<file path="config.mk">
export PLATFORM = sky130hd
export DESIGN_NAME = serial_add_ctrl
export DESIGN_NICKNAME = d
export VERILOG_FILES = /design/src/rtl/serial_add_ctrl.sv
export SDC_FILE = /design/constraint.sdc
export NUM_CORES = 1
export LEC_CHECK = 0
export ABC_AREA = 1
export BUFFER_PORTS_ARGS = -buffer_cell sky130_fd_sc_hd__buf_2
export CORE_ASPECT_RATIO = 1.25
export CORE_MARGIN = 1.5
export CORE_UTILIZATION = 35
export CTS_CLUSTER_DIAMETER = 150
export DETAILED_ROUTE_END_ITERATION = 6
export PLACE_DENSITY = 0.56
export SETUP_SLACK_MARGIN = 0.1
export SYNTH_ARGS = -nofsm -noshare
export SYNTH_HDL_FRONTEND = slang
export SYNTH_SLANG_ARGS = --single-unit
</file>
<file path="constraint.sdc">
create_clock -name CLK -period 1.3 [get_ports CLK]
set_input_delay 0.065 -clock CLK [delete_from_list [all_inputs] [get_ports CLK]]
set_output_delay 0.065 -clock CLK [all_outputs]
set_load 0.02 [all_outputs]
</file>
<file path="src/rtl/serial_add_ctrl.sv">
// serial_add_ctrl: bit-serial adder sequencer.
// Time-shares one external 1-bit full adder to add two WIDTH-bit operands,
// LSB first, one bit per clock. Owns operand shifters, carry flop, bit
// counter and the START/DONE handshake.
//
//   state  | meaning
//   IDLE   | waiting for START; result outputs hold the last sum
//   RUN    | one operand bit pair fed to the full adder per clock
//   FIN    | DONE pulse; SUM/COUT_OUT valid and held afterwards
module serial_add_ctrl #(
    parameter int WIDTH = 8
) (
    input  logic             CLK,
    input  logic             RST,
    input  logic             START,
    input  logic [WIDTH-1:0] OP_A,
    input  logic [WIDTH-1:0] OP_B,
    input  logic             CIN_INIT,
    output logic             FA_A,
    output logic             FA_B,
    output logic             FA_CIN,
    input  logic             FA_S,
    input  logic             FA_COUT,
    output logic             BUSY,
    output logic             DONE,
    output logic [WIDTH-1:0] SUM,
    output logic             COUT_OUT
);

    localparam int CNT_W = (WIDTH > 2) ? $clog2(WIDTH) : 1;
    localparam logic [CNT_W-1:0] LAST_BIT = CNT_W'(WIDTH - 1);

    localparam logic [1:0] S_IDLE = 2'd0;
    localparam logic [1:0] S_RUN  = 2'd1;
    localparam logic [1:0] S_FIN  = 2'd2;

    logic [1:0]       r_state;
    logic [WIDTH-1:0] r_a_sh;
    logic [WIDTH-1:0] r_b_sh;
    // Only WIDTH-1 collected sum bits need storing: the final bit comes
    // straight from FA_S on the FIN entry edge when SUM is loaded.
    logic [WIDTH-2:0] r_sum_sh;
    logic             r_carry;
    logic [CNT_W-1:0] r_cnt;
    logic [WIDTH-1:0] r_sum;
    logic             r_cout;

    logic             w_run;
    logic [WIDTH-1:0] w_sum_full;

    assign w_run      = (r_state == S_RUN);
    assign w_sum_full = {FA_S, r_sum_sh};

    // Full-adder drive is gated so the shared cell sees zeros outside RUN
    always_comb begin
        FA_A   = w_run & r_a_sh[0];
        FA_B   = w_run & r_b_sh[0];
        FA_CIN = w_run & r_carry;
    end

    assign BUSY     = w_run;
    assign DONE     = (r_state == S_FIN);
    assign SUM      = r_sum;
    assign COUT_OUT = r_cout;

    // Sequencer FSM plus datapath registers; reset aborts any operation
    always_ff @(posedge CLK) begin
        if (RST) begin
            r_state  <= S_IDLE;
            r_a_sh   <= '0;
            r_b_sh   <= '0;
            r_sum_sh <= '0;
            r_carry  <= 1'b0;
            r_cnt    <= '0;
            r_sum    <= '0;
            r_cout   <= 1'b0;
        end else begin
            case (r_state)
                S_IDLE: begin
                    if (START) begin
                        r_a_sh  <= OP_A;
                        r_b_sh  <= OP_B;
                        r_carry <= CIN_INIT;
                        r_cnt   <= '0;
                        r_state <= S_RUN;
                    end
                end
                S_RUN: begin
                    r_sum_sh <= (WIDTH-1)'(w_sum_full >> 1);
                    r_carry  <= FA_COUT;
                    r_a_sh   <= r_a_sh >> 1;
                    r_b_sh   <= r_b_sh >> 1;
                    if (r_cnt == LAST_BIT) begin
                        // counter parks at the last bit rather than wrapping
                        r_sum   <= w_sum_full;
                        r_cout  <= FA_COUT;
                        r_state <= S_FIN;
                    end else begin
                        r_cnt <= r_cnt + 1'b1;
                    end
                end
                S_FIN: begin
                    r_state <= S_IDLE;
                end
                default: begin
                    r_state <= S_IDLE;
                end
            endcase
        end
    end

endmodule

</file>
==> summary.md <==
| Metric | Value |
|---|---|
| Outcome | `completed` |
| Post-layout util | `50.4%` |
| Fin crit period | `1190 ps` |
| Htree depth | `2` |
| Die ar. | `0.00537 mm2` |
| Number of distinct library cells after synthesis | `18` |
| Fillcell total | `491` |
| Post-synthesis instance total | `271` |
| CP arrival | `1120 ps` |
| DRT iter0 DRCs | `70` |
| Post-route ant nets | `0` |
| #FFs+latches synth | `38` |
| Setup violators final | `0` |
| IO Port Bufs | `35` |
| Worst setup margin | `115 ps` |
| Chip height | `81.5 um` |
| Slowest cell on crit path | `dfxtp_4` |
| Commonest non-fill, non-tap cell in the layout | `nand2_1` |
| Cell Rows | `28` |
| Met2 Use GR | `30.3%` |
| CP Launch Type | `flop` |
| Clock Skew | `7.57 ps` |
| Clk sinks | `38` |
| Initial Util | `36.5%` |
| Non-Filler Instances | `382` |
| Max stage delay on crit path | `380 ps` |
| Hold Path Class | `in -> reg` |
| Max Slew Vio Count | `0` |
| Seq/Total Area, Yosys | `44.1%` |
| Fmax achieved | `0.844 GHz` |
| Share of layout cells above drive strength 1 | `26.4%` |
| Pin count of the biggest net entering global routing | `33` |
| Synth Net Count | `295` |
| CP max FO | `11` |
| Antenna diodes | `0` |
| Most used cell, CP | `buf_4` |
| Max Cap Viol | `0` |
| Fin crit share | `91.2%` |
| Worst vdd ir | `0.856 mV` |
| Worst slew pin tran | `216 ps` |
| Cells along the critical path | `inv_4 -> buf_4 -> nor2_1 -> buf_4` |
| Worst slew margin | `85.6%` |
| Setup TNS | `0 ps` |
| Drc violations | `0` |
| Met3 Track Usage GR | `4.11%` |
| PD cells | `1220 mW/mm2` |
| Initial antenna violation count | `0` |
| Wirelength per Cell | `10.8 um` |
| GRT Total Usage | `17.1%` |
| Vias in the first global route | `1,588` |
| Core Footprint | `0.00473 mm2` |
| Global-route wire length before repair | `6.94 mm` |
| Netlist Area Pre-Place | `0.00173 mm2` |
| Clk root buf | `clkbuf_8` |
| Max Root-Sink Buffers | `2` |
| Vias | `1,720` |
| YS warnings | `0` |
| Commonest non-fill, non-tap cells in the layout | `nand2_1, nor2_1, dfxtp_1` |
| Post-DP HPWL | `2.62 mm` |
| Die X | `65.8 um` |
| Placed insts | `364` |
| Worst Setup End Kind | `primary output` |
| Mean area per synthesized cell | `6.37 um2` |
| Area delta synth->final | `38.2%` |
| Nets@finish | `345` |
| # hold bufs at CTS | `0` |
| CTS tree | `done` |
| First-pass iteration count of the detailed router | `4` |
| GR met1 Demand/Resource | `19.2%` |
| WL final | `4.14 mm` |
| Total CTS buffers | `5` |
| Setup CP Type | `reg -> out` |
| Pre-CTS setup slack | `59.0 ps` |
| RSZ-0062 raised after global routing | `true` |
| Critical path data required time | `1240 ps` |
| Design Power | `2.90 mW` |
| Skew-Pair Late Insertion Delay | `290 ps` |
| Final Hold Fails | `0` |
| Ports | `36` |
| GPL Wtd Cong | `0.767` |
| GR peak layer | `met2` |
| Vias per inst | `4.50` |
| Total grt overflow | `0` |
| Clock-pin slew on the worst setup and hold paths | `80 ps` |
| Leakage | `1.24 nW` |
-- where the power goes --
group	switching, mW	internal [mW]
Sequential	0.0396	1.23
Combinational	0.218	0.173
Clock	0.423	0.819
Total	0.680	2.22
-- Yosys cell counts, drive strengths merged --
library cell,n,share of area (%)
ha,2,1.4
clkbuf,4,0.87
nand3,23,6.7
buf,8,2.4
a21oi,3,0.87
o21ai,8,2.5
dfxtp,38,44
inv,28,6.1
nand2,90,20
nor2,66,15
nand3b,1,0.43
-- logic make-up after synthesis --
kind of cell	count (synthesis)	synth area share, %
buf+inv	40	9.35
compound gates	11	3.41
fa+ha+maj	2	1.45
flops	38	44.1
simple gates	180	41.7
-- flip-flops by register name, summed over array words and instances (netlist names) --
| register | cells |
|---|---|
| SUM | 8 |
| r_a_sh | 8 |
| r_b_sh | 8 |
| r_sum_sh | 7 |
| r_cnt | 3 |
| r_state | 2 |
| COUT_OUT | 1 |
| r_carry | 1 |
-- worst max-delay path, delay by kind of cell (launching register included) --
family	cells	cell delay (ps)
flops	1	380
simple gates	1	100
buf+inv	3	360
-- per-stage QoR --
step                hold WS [ps]  area, um2
global placement             318       2020
CTS                         5.67       2320
detailed placement           314       2020
floorplan                    134       1730
finish                      9.12       2390
global route                22.6       2390
-- cell type report --
| cell class | count | area (um2) | area share (%) |
|---|---|---|---|
| Inverter | 28 | 108 | 4.51 |
| Clock buffer | 6 | 82.6 | 3.46 |
| Sequential cell | 38 | 771 | 32.3 |
| Tap cell | 60 | 75.1 | 3.15 |
| Clock inverter | 2 | 60.1 | 2.52 |
| Timing Repair Buffer | 55 | 419 | 17.6 |
| Multi-Input combinational cell | 193 | 871 | 36.5 |
-- final timing paths --
kind / start / end / slack, ps / depth (start not counted)
setup / recovery: r_state[1]$_SDFFE_PP0P_ / DONE / 110 / 4
hold / removal: FA_S / SUM[7]$_SDFFE_PP0P_ / 9 / 3
setup reg to reg: r_state[0]$_SDFFE_PP0P_ / r_a_sh[6]$_SDFFE_PP0P_ / 140 / 6
hold reg to reg: r_a_sh[7]$_SDFFE_PP0P_ / r_a_sh[7]$_SDFFE_PP0P_ / 460 / 2
-- layer usage --
layer / routed length, um / part of all wire [%]
met5: 0 / 0
met4: 87 / 2.1
met3: 169 / 4.1
met2: 2070 / 50
met1: 1820 / 44
-- timing repair --
action	4_1_cts	5_1_grt
resized for setup	27	7
pin swaps	4	2
gates cloned	1	1
setup endpoints to repair	14	31
setup buffers	6	2
Note: power is estimated with default switching activity, not from simulation.
